### config.mk
export PLATFORM = sky130hd
export DESIGN_NAME = lfsr_rng
export DESIGN_NICKNAME = d
export VERILOG_FILES = /design/src/rtl/lfsr_rng_pkg.sv /design/src/rtl/lfsr_rng_step.sv /design/src/rtl/lfsr_rng.sv
export SDC_FILE = /design/constraint.sdc
export NUM_CORES = 1
export LEC_CHECK = 0
export CAP_MARGIN = 0
export CORE_MARGIN = 2
export CORE_UTILIZATION = 41
export DETAILED_ROUTE_END_ITERATION = 8
export PLACE_DENSITY = 0.79
export SYNTH_ARGS = -nofsm -noshare
export SYNTH_HDL_FRONTEND = slang
export SYNTH_SLANG_ARGS = --single-unit
### constraint.sdc
create_clock -name clock -period 1.6 [get_ports clock]
set_clock_uncertainty 0.1 [all_clocks]
set_input_delay 0.4 -clock clock [delete_from_list [all_inputs] [get_ports clock]]
set_output_delay 0.4 -clock clock [all_outputs]
set_load 0.03 [all_outputs]
### src/rtl/lfsr_rng_pkg.sv
// Shared types and default tap masks for the XNOR-feedback LFSR random generator.
// Each default mask is maximal-length for its width.
package lfsr_rng_pkg;

  typedef enum logic [1:0] {
    IDLE = 2'd0,
    STEP = 2'd1,
    DONE = 2'd2
  } rng_state_e;

  localparam logic [7:0]  TAPS_W8  = 8'hB8;
  localparam logic [15:0] TAPS_W16 = 16'hD008;
  localparam logic [31:0] TAPS_W32 = 32'h80200003;

endpackage

### src/rtl/lfsr_rng_step.sv
// Single combinational LFSR shift: XNOR of the tapped bits enters at bit 0.
// Zero latency; pure logic, no flow control.
module lfsr_rng_step #(
  parameter int                 WIDTH = 16,
  parameter logic [WIDTH-1:0]   TAPS  = 16'hD008
) (
  input  logic [WIDTH-1:0] cur_val,
  output logic [WIDTH-1:0] nxt_val
);

  logic feedback;

  // XNOR form makes all-ones the lock-up state, so all-zeros is a legal seed.
  assign feedback = ~^(cur_val & TAPS);
  assign nxt_val  = {cur_val[WIDTH-2:0], feedback};

endmodule

### src/rtl/lfsr_rng.sv
// LFSR random generator: each start request performs 'steps' shifts (0 counts as 1), then pulses done.
// Latency: done at edge k+count; start/load ignored while busy. Optional LFSR_RNG_LOCKUP_RECOVERY_EN reseeds on all-ones.
module lfsr_rng
  import lfsr_rng_pkg::*;
#(
  parameter int               WIDTH     = 16,
  parameter logic [WIDTH-1:0] TAPS      = TAPS_W16,
  parameter logic [WIDTH-1:0] SEED      = 5,
  parameter int               SUB_WIDTH = 4,
  parameter int               STEP_W    = 4
) (
  input  logic              clock,
  input  logic              rst,
  input  logic              en_rng,
  input  logic [STEP_W-1:0] steps,
  input  logic              load,
  input  logic [WIDTH-1:0]  load_val,
  output logic [WIDTH-1:0]  rng_out,
  output logic [WIDTH-1:0]  rng_out_sub,
  output logic              busy,
  output logic              done,
  output logic              lockup
);

  localparam logic [WIDTH-1:0] SUB_MASK = {WIDTH{1'b1}} >> (WIDTH - SUB_WIDTH);

  rng_state_e        fsm_q, fsm_d;
  logic [WIDTH-1:0]  lfsr_q, lfsr_d;
  logic [WIDTH-1:0]  step_val;
  logic [WIDTH-1:0]  upd_val;
  logic              upd;
  logic [STEP_W-1:0] count_q, count_d;
  logic              done_d;
  logic              lockup_d;

  lfsr_rng_step #(
    .WIDTH (WIDTH),
    .TAPS  (TAPS)
  ) u_step (
    .cur_val (lfsr_q),
    .nxt_val (step_val)
  );

  always_comb begin
    fsm_d    = fsm_q;
    lfsr_d   = lfsr_q;
    count_d  = count_q;
    done_d   = 1'b0;
    lockup_d = 1'b0;
    upd      = 1'b0;
    upd_val  = lfsr_q;

    case (fsm_q)
      IDLE: begin
        if (load) begin
          upd     = 1'b1;
          upd_val = load_val;
        end else if (en_rng) begin
          fsm_d   = STEP;
          count_d = (steps == '0) ? STEP_W'(1) : steps;
        end
      end
      STEP: begin
        upd     = 1'b1;
        upd_val = step_val;
        count_d = count_q - 1'b1;
        if (count_q <= STEP_W'(1)) begin
          fsm_d  = DONE;
          done_d = 1'b1;
        end
      end
      DONE: fsm_d = IDLE;
      default: fsm_d = IDLE;
    endcase

    if (upd) begin
      lfsr_d = upd_val;
`ifdef LFSR_RNG_LOCKUP_RECOVERY_EN
      // All-ones is the XNOR LFSR's stuck state; substitute the seed on the same edge.
      if (&upd_val) begin
        lfsr_d   = SEED;
        lockup_d = 1'b1;
      end
`endif
    end
  end

  always_ff @(posedge clock) begin
    if (rst) begin
      fsm_q   <= IDLE;
      lfsr_q  <= SEED;
      count_q <= '0;
      done    <= 1'b0;
      lockup  <= 1'b0;
    end else begin
      fsm_q   <= fsm_d;
      lfsr_q  <= lfsr_d;
      count_q <= count_d;
      done    <= done_d;
      lockup  <= lockup_d;
    end
  end

  assign rng_out     = lfsr_q;
  assign rng_out_sub = lfsr_q & SUB_MASK;
  assign busy        = (fsm_q != IDLE);

endmodule
==> impl_metrics.py, run 1 <==
metrics = {
    "outcome": {
        "status": "completed",
    },
    "routing": {
        "drt.antenna.violating_nets": 0,
        "vias": 1218,
        "drt_wl_total_mm": 2.882,
        "firstDrtPassIters": 4,
        "drcViolationCount": 0,
        "drtIter0Drc": 10,
        "wl_per_cell_um": 11.26,
        "vias_per_cell": 4.758,
    },
    "power": {
        "irDropWorstVdd_mv": 0.4660,
        "powerDensity_mw_per_mm2": 1092,
        "switching_share": 0.4101,
        "p_leak_nw": 0.7936,
        "p_seq_frac": 0.375,
        "p_int_mw": 1.154,
        "power_frac_clock": 0.138,
        "combPwrFrac": 0.487,
        "p_sw_mw": 0.8021,
    },
    "layout": {
        "register_area_sq_um": 460.4,
        "n_antenna_cell": 0,
        "area_delta_synth_final_pct": 36.38,
        "final_util": 0.5869,
        "layout-drive-gt1-share": 0.2594,
        "nFillCells": 306,
        "layout.nets": 239,
        "multi_input_area_sq_um": 684.4,
        "final_area_sq_mm": 0.001792,
    },
    "placed_design": {
        "port_buffers": 45,
        "dpl_cell_area_sq_mm": 0.001818,
        "hpwl_mm": 2.244,
        "gp_congestion": 0.7764,
    },
    "clock_tree": {
        "clk_root_buffer_cell": "clkbuf_4",
        "clock-sinks": 23,
        "postCtsSetupBuffers": 0,
        "cts_buffers": 3,
        "clk_pin_slew_ps": 130,
        "cts.htree.levels": 1,
        "insertion_delay_ps": 310,
        "cts_tree": "yes",
        "clk_path_buf_depth": 2,
    },
    "sta": {
        "hold_viol": 0,
        "slew_viol_final": 0,
        "max_freq_mhz": 628.6,
        "period_minus_slack_ps": 1591,
        "rsz0062_at_grt": "true",
        "period_share": 0.9943,
        "finalSetupTns_ps": 0,
        "finalSetupViolCount": 0,
    },
    "die": {
        "fp.dieH_um": 60.61,
        "initial_core_util": 0.4303,
        "fp-row-count": 20,
        "io_pins": 59,
        "die_w_um": 60.61,
        "die_area_sq_mm": 0.003673,
        "core_area_sq_mm": 0.003053,
    },
    "logic_synthesis": {
        "synth-warning-count": 0,
        "synth_top_cell_by_area": "dfxtp_1",
        "yosys.area.top_type_share": 0.3505,
        "synthesis.area_sq_mm": 0.001314,
        "netlist_top_cells_area": "dfxtp_1 35%, buf_4 13%, nand2_1 9.4%, a311oi_2 9.1%, nor2_1 6.6%",
        "seq_area_frac_synth": 0.3505,
        "synth_cell_type_count": 36,
        "synth_cells": 160,
        "avgSynthCellArea_sq_um": 8.211,
        "ys_ff_latch": 23,
    },
    "worst_setup_path": {
        "cp.required_ps": 1100,
        "crit_path_max_incr_delay_ps": 330,
        "worstSetupEndpointType": "output port",
        "path_class": "register to output port",
        "critPathArrivalTime_ps": 1090,
        "ff2ff_setup_slack_ps": 180,
        "cp_top_family": "flip-flops",
        "cp_num_buf_inv": 1,
        "crit_fanout": 2,
        "reg2reg_from": "fsm_q[1]$_SDFFE_PP0P_",
        "reg2reg_to": "count_q[1]$_SDFFE_PP0P_",
        "crit_path_cell_trace": "or2_2, buf_2",
        "crit_slowest_cell": "dfxtp_1",
        "startpoint_type": "register",
        "reg2regPathDepth": 5,
        "cp.depth": 2,
    },
    "global_routing": {
        "antenna_found_initial": 0,
        "grt_pass1_wl_mm": 4.609,
        "grt_max_degree": 30,
        "grt_remaining_overflow": 0,
        "grt_usage": 0.1631,
        "grt_pass1_vias": 1101,
    },
    "min_path": {
        "min_path_cells": 2,
        "hold_class": "register to register",
        "hp-start": "count_q[1]$_SDFFE_PP0P_",
        "hold_end": "count_q[1]$_SDFFE_PP0P_",
    },
    "flow_run": {
        "drv_cap": 0,
    },
}
per-stage QoR:
| stage | power (mW) | worst slack, ps | std cells | hold WS, ps |
|---|---|---|---|---|
| finish | 1.956 | 9.093 | 256 | 396.8 |
| detailed placement | 1.766 | -204.4 | 252 | 376.9 |
| global placement | 1.744 | -180.4 | 252 | 369.5 |
| floorplan | 1.430 | 318.1 | 172 | 349.5 |
| CTS | 1.994 | -115.8 | 256 | 396.6 |
| global route | 2.089 | -40.09 | 256 | 425.4 |
cells in the mapped netlist (all sizes together):
cell and count:
a211o 1, a21o 1, a21oi 5, a221oi 1
a2bb2oi 1, a311oi 14, and2b 1, buf 27
clkbuf 1, conb 1, dfxtp 23, ha 2
inv 4, nand2 33, nand2b 1, nand3b 1
nor2 24, nor2b 1, nor3 4, o211a 1
o21a 1, o21ai 4, o21bai 1, o221ai 1
o32ai 1, or2 1, or3 1, xnor2 2
xor2 1
layout make-up:
| class | instances | share of cell area |
|---|---|---|
| tap | 44 | 0.03073 |
| clock inverter | 1 | 0.002793 |
| inverter | 4 | 0.008380 |
| clock buffer | 3 | 0.01257 |
| sequential | 23 | 0.2570 |
| timing repair buffer | 64 | 0.3066 |
| multi-input combinational | 117 | 0.3820 |
worst min-delay path: stages (launching register included):
cell and delay [ps]:
dfxtp_1 340, nand2_1 80, a21oi_2 50
cell families after synthesis:
kind of cell	after synthesis	synth area share
and+or+nand+nor	67	0.2105
buffers and inverters	32	0.1628
AOI/OAI and AO/OA	32	0.2343
xor gates and xnor gates	3	0.02000
DFF	23	0.3505
other	1	0.002854
adders and majority gates	2	0.01904
flip-flops by register name, summed over array words and instances (netlist names):
register	cells
done	1
fsm_q	2
rng_out	16
count_q	4
routing by layer:
metal / track usage / up-vias / wire length, um
met4: 0.05590 / 0 / 27
met3: 0.03625 / 4 / 181
li1: - / 614 / -
met5: 0 / - / 0
met2: 0.2719 / 37 / 1402
met1: 0.2087 / 563 / 1270
power by group through the flow:
stage / sequential, mW / clock (mW) / combinational (mW)
6_report: 0.733 / 0.270 / 0.953
3_5_place_dp: 0.746 / 0 / 1.02
3_3_place_gp: 0.745 / 0 / 0.999
2_1_floorplan: 0.873 / 0 / 0.557
5_1_grt: 0.746 / 0.305 / 1.04
4_1_cts: 0.733 / 0.280 / 0.981
what timing repair did:
action	CTS	global route
hold buffers	0	0
gates resized for setup	41	20
endpoints found under the setup margin	21	14
cell usage in the layout, fill, tap and decap left out, types with 2 or more instances in the layout:
cell             synthesis  layout
clkdlybuf4s15_2          0       6
clkdlybuf4s50_1          0      23
nand2_1                 33      33
a21oi_1                  4       4
a311oi_2                 8       8
buf_4                   22      19
nor3_1                   4       4
clkbuf_2                 0      11
dfxtp_1                 23      23
o21ai_1                  3       3
nor2_1                  23      23
clkdlybuf4s15_1          0       2
ha_1                     2       2
inv_1                    4       4
a311oi_1                 6       6
clkbuf_4                 0       3
xnor2_1                  2       2
conb_1                   1      13
how the worst max path moves through the flow:
stage | start | to | slack [ps]
floorplan | fsm_q[0]$_SDFFE_PP0P_ | rng_out[13]$_SDFFE_PP0P_ | 320
global placement | load | rng_out[6]$_SDFFE_PP0P_ | -180
detailed placement | load | rng_out[6]$_SDFFE_PP0P_ | -200
CTS | fsm_q[1]$_SDFFE_PP0P_ | busy | -120
global route | fsm_q[1]$_SDFFE_PP0P_ | busy | -40
finish | fsm_q[1]$_SDFFE_PP0P_ | busy | 9
Note: power is estimated with default switching activity, not from simulation.
==> inputs of run 2 (changes only) <==
--- a/config.mk
+++ b/config.mk
@@ -7,9 +7,10 @@
 export LEC_CHECK = 0
 export CAP_MARGIN = 0
 export CORE_MARGIN = 2
-export CORE_UTILIZATION = 41
+export CORE_UTILIZATION = 37
 export DETAILED_ROUTE_END_ITERATION = 8
-export PLACE_DENSITY = 0.79
+export PLACE_DENSITY = 0.75
 export SYNTH_ARGS = -nofsm -noshare
 export SYNTH_HDL_FRONTEND = slang
 export SYNTH_SLANG_ARGS = --single-unit
+export TNS_END_PERCENT = 30
==> constraint.sdc (replaced) <==
create_clock -name clock -period 1.3 [get_ports clock]
set_clock_uncertainty 0.1 [all_clocks]
set_input_delay 0.325 -clock clock [delete_from_list [all_inputs] [get_ports clock]]
set_output_delay 0.325 -clock clock [all_outputs]
set_load 0.03 [all_outputs]
==> run 2 against run 1 <==
Global-route usage is 0.30 points lower. Critical path type unchanged. Critical endpoint unchanged. Hold slack better by 8.9 ps. Largest power group unchanged. Non-clock buffer count is 10 higher. The flow now finishes with violations (negative setup slack). Count of clock-buffer cells in the layout stayed put. Setup slack worse by 170 ps. Total power is 41% higher. Clock power is 26% higher.
==> impl_metrics.py, run 2 (synthesized netlist as in run 1, its figures left out) <==
metrics = {
    "layout": {
        "final_common_cell": "nand2_1",
        "largest_reg_flops": 16,
        "layout.nets": 249,
        "multi_input_area_sq_um": 779.5,
        "final_util": 0.6190,
        "final_cell_mix": "32 x nand2_1, 28 x buf_4, 22 x nor2_1",
        "n_antenna_cell": 0,
        "nFillCells": 305,
        "register_area_sq_um": 491.7,
        "layout-drive-gt1-share": 0.4595,
        "final_cells": 268,
        "area_delta_synth_final_pct": 58.48,
    },
    "sta": {
        "max_freq_mhz": 684.8,
        "finalSetupViolCount": 18,
        "period_minus_slack_ps": 1460,
        "hold_viol": 0,
        "rsz0062_at_grt": "true",
        "slew_viol_final": 0,
        "fin_ws_ps": -160.3,
        "period_share": 1.123,
    },
    "worst_setup_path": {
        "critPathCapture": "busy",
        "cp.depth": 2,
        "startpoint_type": "register",
        "reg2reg_from": "fsm_q[0]$_SDFFE_PP0P_",
        "reg2reg_to": "rng_out[9]$_SDFFE_PP0P_",
        "startpoint": "fsm_q[0]$_SDFFE_PP0P_",
        "crit_slowest_cell": "dfxtp_2",
        "crit_fanout": 2,
        "cp_top_family": "flip-flops",
        "path_class": "register to output port",
        "cp.required_ps": 880,
        "crit_path_cell_trace": "or2_4, buf_6",
        "ff2ff_setup_slack_ps": -130,
        "reg2regPathDepth": 7,
        "worstSetupEndpointType": "output port",
        "critPathArrivalTime_ps": 1040,
        "cp_num_buf_inv": 1,
        "crit_path_max_incr_delay_ps": 350,
    },
    "clock_tree": {
        "clk_pin_slew_ps": 130,
        "cts_buffers": 3,
        "clock-sinks": 23,
        "clk_root_buffer_cell": "clkbuf_4",
        "insertion_delay_ps": 310,
        "clk_path_buf_depth": 2,
        "cts_tree": "yes",
        "cts_hold_buf": 0,
        "cts.htree.levels": 1,
    },
    "outcome": {
        "failed_checks": "negative setup slack",
        "status": "finished, violations left",
    },
    "die": {
        "core_area_sq_mm": 0.003363,
        "die_area_sq_mm": 0.004043,
        "initial_core_util": 0.3906,
        "fp-row-count": 21,
        "fp.dieH_um": 63.59,
        "io_pins": 59,
        "die_w_um": 63.59,
    },
    "global_routing": {
        "antenna_found_initial": 0,
        "grt_pass1_vias": 1155,
        "grt_pass1_wl_mm": 5.264,
        "grt_max_degree": 32,
        "grt_remaining_overflow": 0,
        "grt_usage": 0.1601,
    },
    "routing": {
        "drt_wl_total_mm": 3.440,
        "firstDrtPassIters": 4,
        "drt.antenna.violating_nets": 0,
        "vias": 1263,
        "wl_per_cell_um": 12.84,
        "vias_per_cell": 4.713,
        "drcViolationCount": 0,
        "drtIter0Drc": 43,
    },
    "placed_design": {
        "placed_cells": 256,
        "dp_slack_ps": -424.8,
        "port_buffers": 45,
        "gp_congestion": 0.7598,
        "hpwl_mm": 2.217,
    },
    "power": {
        "p_seq_frac": 0.343,
        "irDropWorstVdd_mv": 0.6877,
        "p_leak_nw": 0.9064,
        "p_int_mw": 1.663,
        "combPwrFrac": 0.534,
        "power_frac_clock": 0.123,
        "switching_share": 0.3987,
        "powerDensity_mw_per_mm2": 1329,
        "p_sw_mw": 1.103,
        "p_total_mw": 2.766,
    },
    "flow_run": {
        "drv_cap": 0,
    },
    "min_path": {
        "hold_class": "register to register",
    },
}
[run 2: changes by cell type in the layout (fill, tap and decap cells not counted), sizes merged]
cell | before | now
clkdlybuf4s50 | 23 | 19
clkbuf | 14 | 4
dlygate4sd2 | 1 | 4
clkdlybuf4s15 | 8 | 0
buf | 21 | 50
[run 2: layout make-up]
cell class | count | share of cell area
inverter | 4 | 0.007212
clock buffer | 3 | 0.01082
timing repair buffer | 74 | 0.3413
multi-input combinational | 117 | 0.3744
clock inverter | 1 | 0.002404
tap | 46 | 0.02764
sequential | 23 | 0.2362
[run 2: worst min path at each step]
stage                       startpoint                       to  slack (ps)  cells after the start
2_1_floorplan                      rst  count_q[3]$_SDFFE_PP0P_         340                      1
3_3_place_gp   count_q[1]$_SDFFE_PP0P_  count_q[1]$_SDFFE_PP0P_         370                      2
3_5_place_dp   count_q[1]$_SDFFE_PP0P_  count_q[1]$_SDFFE_PP0P_         370                      2
4_1_cts        count_q[1]$_SDFFE_PP0P_  count_q[1]$_SDFFE_PP0P_         400                      2
5_1_grt        rng_out[8]$_SDFFE_PP0P_  rng_out[9]$_SDFFE_PP0P_         440                      2
6_report       count_q[1]$_SDFFE_PP0P_  count_q[1]$_SDFFE_PP0P_         410                      2
[run 2: worst reg2reg max path, delay by kind of cell, from the launching register on]
kind	cells	cell delay, ps
AOI/OAI and AO/OA	1	170
DFF	1	350
buffers and inverters	4	550
and+or+nand+nor	2	190
[run 2: power groups by stage]
stage | registers, mW | logic, mW | clock network (mW)
4_1_cts | 0.928 | 1.30 | 0.340
2_1_floorplan | 1.07 | 0.686 | 0
3_5_place_dp | 0.921 | 1.22 | 0
5_1_grt | 0.967 | 1.59 | 0.373
3_3_place_gp | 0.920 | 1.21 | 0
6_report | 0.949 | 1.48 | 0.340
[run 2: through the flow]
step	hold WS [ps]	area, sq um	setup TNS (ps)
after floorplan	343.2	1359	0
after global placement	373.9	1785	-7731
after detailed placement	374.4	1785	-8206
after CTS	395.7	1899	-1502
after global routing	440.2	2082	-2366
final	405.7	2082	-1050
[run 2: timing repair]
item                                   in CTS  in global routing
pin swaps                                   4                  8
gates cloned                                1                  3
endpoints found under the hold margin       0                  0
setup endpoints to repair                  36                 40
resized for setup                          37                 36
buffers inserted                            3                  3
[run 2: per-layer routing]
metal	wire length (um)	GRT usage	part of all wire
met1	1541	0.2114	0.45
met2	1713	0.2684	0.50
met3	158	0.02857	0.046
met4	27	0.04076	0.0078
met5	0	0	0
==> inputs of run 3 (changes only) <==
--- a/config.mk
+++ b/config.mk
@@ -10,6 +10,7 @@
 export CORE_UTILIZATION = 37
 export DETAILED_ROUTE_END_ITERATION = 8
 export PLACE_DENSITY = 0.75
+export SKIP_CTS_REPAIR_TIMING = 1
 export SYNTH_ARGS = -nofsm -noshare
 export SYNTH_HDL_FRONTEND = slang
 export SYNTH_SLANG_ARGS = --single-unit
==> run 3 against run 2 <==
The flow still finishes with violations (negative setup slack). First-iteration DRC count is 40% higher. Total power down 6.4%. Count of clock-buffer cells in the layout stayed put. Register-to-register slack improved by 20 ps. Critical path type unchanged. Critical endpoint unchanged.
==> impl_metrics.py, run 3 (synthesized netlist as in run 1, its figures left out) <==
metrics = {
    "layout": {
        "largest_reg_flops": 16,
        "area_delta_synth_final_pct": 46.76,
        "layout.nets": 241,
        "register_area_sq_um": 488.0,
        "layout-drive-gt1-share": 0.3832,
        "final_cell_mix": "33 x nand2_1, 25 x buf_4, 23 x nor2_1",
        "n_antenna_cell": 0,
        "nFillCells": 338,
        "final_cells": 260,
        "multi_input_area_sq_um": 708.2,
        "final_common_cell": "nand2_1",
    },
    "sta": {
        "finalSetupViolCount": 23,
        "fin_ws_ps": -156.0,
        "whs_ps": 391.3,
        "slew_viol_final": 0,
        "hold_viol": 0,
        "rsz0062_at_grt": "true",
        "period_share": 1.120,
        "finalSetupTns_ps": -1316,
        "period_minus_slack_ps": 1456,
        "max_freq_mhz": 686.8,
    },
    "global_routing": {
        "grt_pass1_wl_mm": 5.181,
        "grt_max_degree": 32,
        "grt_remaining_overflow": 0,
        "antenna_found_initial": 0,
        "grt_usage": 0.1575,
        "grt_pass1_vias": 1139,
    },
    "clock_tree": {
        "clk_pin_slew_ps": 130,
        "clk_root_buffer_cell": "clkbuf_4",
        "cts.htree.levels": 1,
        "clock-sinks": 23,
        "cts_tree": "yes",
        "insertion_delay_ps": 320,
        "cts_buffers": 3,
        "clk_path_buf_depth": 2,
    },
    "routing": {
        "drcViolationCount": 0,
        "vias": 1213,
        "drtIter0Drc": 60,
        "drt_wl_total_mm": 2.955,
        "firstDrtPassIters": 4,
        "vias_per_cell": 4.665,
        "wl_per_cell_um": 11.37,
        "drt.antenna.violating_nets": 0,
    },
    "worst_setup_path": {
        "cp_top_family": "flip-flops",
        "crit_path_cell_trace": "or2_4, buf_6",
        "crit_path_max_incr_delay_ps": 340,
        "critPathArrivalTime_ps": 1030,
        "path_class": "register to output port",
        "startpoint_type": "register",
        "cp.required_ps": 880,
        "cp_num_buf_inv": 1,
        "crit_slowest_cell": "dfxtp_2",
        "worstSetupEndpointType": "output port",
        "crit_fanout": 2,
    },
    "power": {
        "p_leak_nw": 0.8457,
        "p_total_mw": 2.590,
        "irDropWorstVdd_mv": 0.7189,
        "powerDensity_mw_per_mm2": 1343,
    },
    "placed_design": {
        "placed_cells": 256,
        "dp_slack_ps": -424.8,
        "gp_congestion": 0.7598,
        "hpwl_mm": 2.217,
        "port_buffers": 45,
    },
    "die": {
        "die_area_sq_mm": 0.004043,
        "initial_core_util": 0.3906,
        "die_w_um": 63.59,
        "fp.dieH_um": 63.59,
        "fp-row-count": 21,
        "io_pins": 59,
        "core_area_sq_mm": 0.003363,
    },
    "outcome": {
        "failed_checks": "negative setup slack",
        "status": "finished, violations left",
    },
    "min_path": {
        "hold_class": "register to register",
    },
    "flow_run": {
        "drv_cap": 0,
    },
}
## run 3: area by class of cell
type                    instances  share of cell area
repair buffers                 66              0.3277
multi-input cells             117              0.3673
well taps                      46             0.02985
clock buffers                   3             0.01168
inverters                       4            0.007787
clock inverters                 1            0.002596
flip-flops and latches         23              0.2531
## run 3: path summary, 6_finish.rpt
kind,startpoint,to,slack (ps),cells past startpoint
hold / removal,count_q[1]$_SDFFE_PP0P_,count_q[1]$_SDFFE_PP0P_,390,2
setup reg to reg,fsm_q[1]$_SDFFE_PP0P_,rng_out[5]$_SDFFE_PP0P_,-110,5
hold reg to reg,count_q[1]$_SDFFE_PP0P_,count_q[1]$_SDFFE_PP0P_,390,2
setup / recovery,fsm_q[0]$_SDFFE_PP0P_,busy,-160,2
## run 3: worst register-to-register path, cell delays in order, from the launching register on
cell      delay [ps]
dfxtp_2          350
buf_6            120
and2b_1          230
buf_4            180
nand2_1           90
a311oi_1         270
## run 3: metal layers
| layer | vias up | wire length [um] | global-route usage |
|---|---|---|---|
| met5 | - | 0 | 0 |
| li1 | 623 | - | - |
| met3 | 4 | 154 | 0.02857 |
| met2 | 38 | 1412 | 0.2605 |
| met1 | 548 | 1360 | 0.2070 |
| met4 | 0 | 28 | 0.04891 |
## run 3: where the power goes
group	internal, mW	switching (mW)	total [mW]
Combinational	0.602	0.704	1.31
Clock	0.115	0.231	0.346
Sequential	0.838	0.0999	0.938
Total	1.56	1.03	2.59
## run 3: per-stage QoR
step | instance area [sq um] | util
after floorplan | 1359 | -
after global placement | 1785 | 0.5309
after detailed placement | 1785 | 0.5309
after CTS | 1813 | 0.5391
after global routing | 1928 | 0.5733
final | 1928 | 0.5733
==> RTL change, RTL diff (flow settings as in run 1) <==
The output `done` loses its register stage (`done` becomes a continuous assignment). Comments in the files are not updated.
--- a/src/rtl/lfsr_rng.sv
+++ b/src/rtl/lfsr_rng.sv
@@ -91,5 +91,4 @@
       lfsr_q  <= SEED;
       count_q <= '0;
-      done    <= 1'b0;
       lockup  <= 1'b0;
     end else begin
@@ -97,8 +96,9 @@
       lfsr_q  <= lfsr_d;
       count_q <= count_d;
-      done    <= done_d;
       lockup  <= lockup_d;
     end
   end
+
+  assign done = done_d;
 
   assign rng_out     = lfsr_q;
Function: changed (Yosys sat finds a counterexample within 4 cycles, from zero or initial values and one cycle with rst high).
==> RTL change against run 1 <==
The flow now finishes with violations (setup timing). Power grew 11%. Clock power up 60%. Wire length is 1.3% higher. Combinational power grew 7%. Count of clock-buffer cells in the layout is the same. First-iteration DRC count rose to 3.9 times the old value. Non-clock buffer count increased by 1. Cell area up 5.0%. Sequential cell count is 1 lower. Core utilization is 3.5 points higher. Setup slack worse by 0.22 ns. Via count fell by 0.99%. Sequential share of layout area down 2.1 points. Area after synthesis fell by 0.86%.
==> RTL change: results (changes against run 1) <==
| Metric | Value |
|---|---|
| Most instantiated cells after synthesis | 32 x nand2_1, 22 x dfxtp_1, 20 x buf_4 |
| Crit-path max FO | 4 (+2) |
| Setup violators final | 1 (+1) |
| Fill cell count | 271 (-11%) |
| DP Area | 0.00181 mm² (-0.55%) |
| Drt first pass iters | 4 (unchanged) |
| Layout cells sized above 1 | 30.7% (+4.7 points) |
| Wirelength, routed | 2920 µm (+1.3%) |
| Clk slew on worst S/H paths | 0.13 ns (about the same) |
| Initial antenna violation count | 0 (unchanged) |
| Distinct cell type count after synthesis | 34 (-5.6%) |
| DR iter-0 viols | 39 (+29) |
| Clock Tree Root | clkbuf_4 |
| Top post-synthesis cells by area | dfxtp_1 34%, buf_4 12%, a311oi_2 9.2%, nand2_1 9.2%, nor2_1 5.5% |
| DR vias | 1206 (-0.99%) |
| Cell Pwr Density | 1160 mW/mm² (+6.0%) |
| Final worst slack | -0.215 ns (-0.225 ns) |
| Largest net degree at the start of global routing | 32 (+6.7%) |
| Largest register FFs | 16 (unchanged) |
| Hpwl dp | 2080 µm (-7.5%) |
| WL met1 | 1290 µm (+1.7%) |
| Global-route usage over all layers | 16.8% (+0.48 points) |
| TritonCTS buffer count | 3 (unchanged) |
| Post-synth ARST share | 0% (unchanged) |
| Status | complete, but fails checks |
| TNS Setup | -0.215 ns (-0.215 ns) |
| Lkg Pwr | 0.809 nW (+1.9%) |
| Min-Delay Path Class | flop to flop |
| Final nets | 239 (unchanged) |
| Vias in the first global route | 1042 (-5.4%) |
| Antenna Cells | 0 (unchanged) |
| CP Data Arrival Time | 1.32 ns (+0.23 ns) |
| Peak supply drop | 457 µV (-1.9%) |
| Clk buf depth | 2 (unchanged) |
| DRC Markers | 0 (unchanged) |
| Placed insts | 249 (-1.2%) |
| Post-synthesis sequential area ratio | 33.8% (-1.2 points) |
| Syn Inst Count | 158 (-1.3%) |
| Global-route wire length before repair | 4570 µm (-0.91%) |
| Dpl ws | -0.186 ns (+0.0185 ns) |
| Gpl congestion | 0.821 (+5.7%) |
| Routed wl met2 | 1410 µm (+0.50%) |
| Warnings, synthesis | 0 (unchanged) |
| Met3 routed WL | 158 µm (-13%) |
| Drt wl/cell | 11.4 µm (+1.3%) |
| Failing checks | setup timing |
==> RTL change: cell types whose count changed in the layout (fill, tap and decap cells not counted), sizes merged, moves of 2 or more <==
cell / before / now
and2: 0 / 2
and3: 0 / 2
buf: 21 / 23
nor2: 24 / 20
==> RTL change: final timing paths <==
kind	to	slack, ns	cells after the start
max reg2reg	count_q[3]	0.09	7
min	count_q[1]	0.40	2
min reg2reg	count_q[1]	0.40	2
max	done	-0.22	4
==> RTL change: worst max-delay path, stage by stage, from the launching register on <==
cell and delay (ns):
dfxtp_2 0.35, buf_6 0.12, nand2b_4 0.14, nor4_4 0.23
buf_6 0.17
==> RTL change: logic make-up after synthesis <==
group | synth area share, %
flops | 33.8
other cells | 0.288
simple gates | 22.6
xor+xnor | 2.02
fa+ha+maj | 1.92
compound gates | 22.5
buf+inv | 16.9
==> RTL change: cell type report <==
type / instances / share of cell area, %
Sequential cell: 22 / 23.6
Clock inverter: 1 / 1.60
Clock buffer: 3 / 1.20
Multi-Input combinational cell: 116 / 38.8
Inverter: 5 / 0.997
Tap cell: 44 / 2.93
Timing Repair Buffer: 65 / 30.9
==> RTL change: repair_timing <==
action	CTS	global route
hold buffers	0	0
endpoints found under the setup margin	21	14
buffers inserted	0	3
gates resized for setup	56	20
hold endpoints to repair	0	0
pin swaps	3	2
==> RTL change: where the power goes <==
part / switching, mW / internal, mW
sequential: 0.0810 / 0.640
clock: 0.179 / 0.253
combinational: 0.574 / 0.450
==> RTL change: metal layers <==
layer / vias up / track usage [%]
li1: 618 / -
met1: 542 / 21.3
met2: 42 / 28.0
met3: 4 / 1.49
met4: 0 / 9.52
met5: - / 0
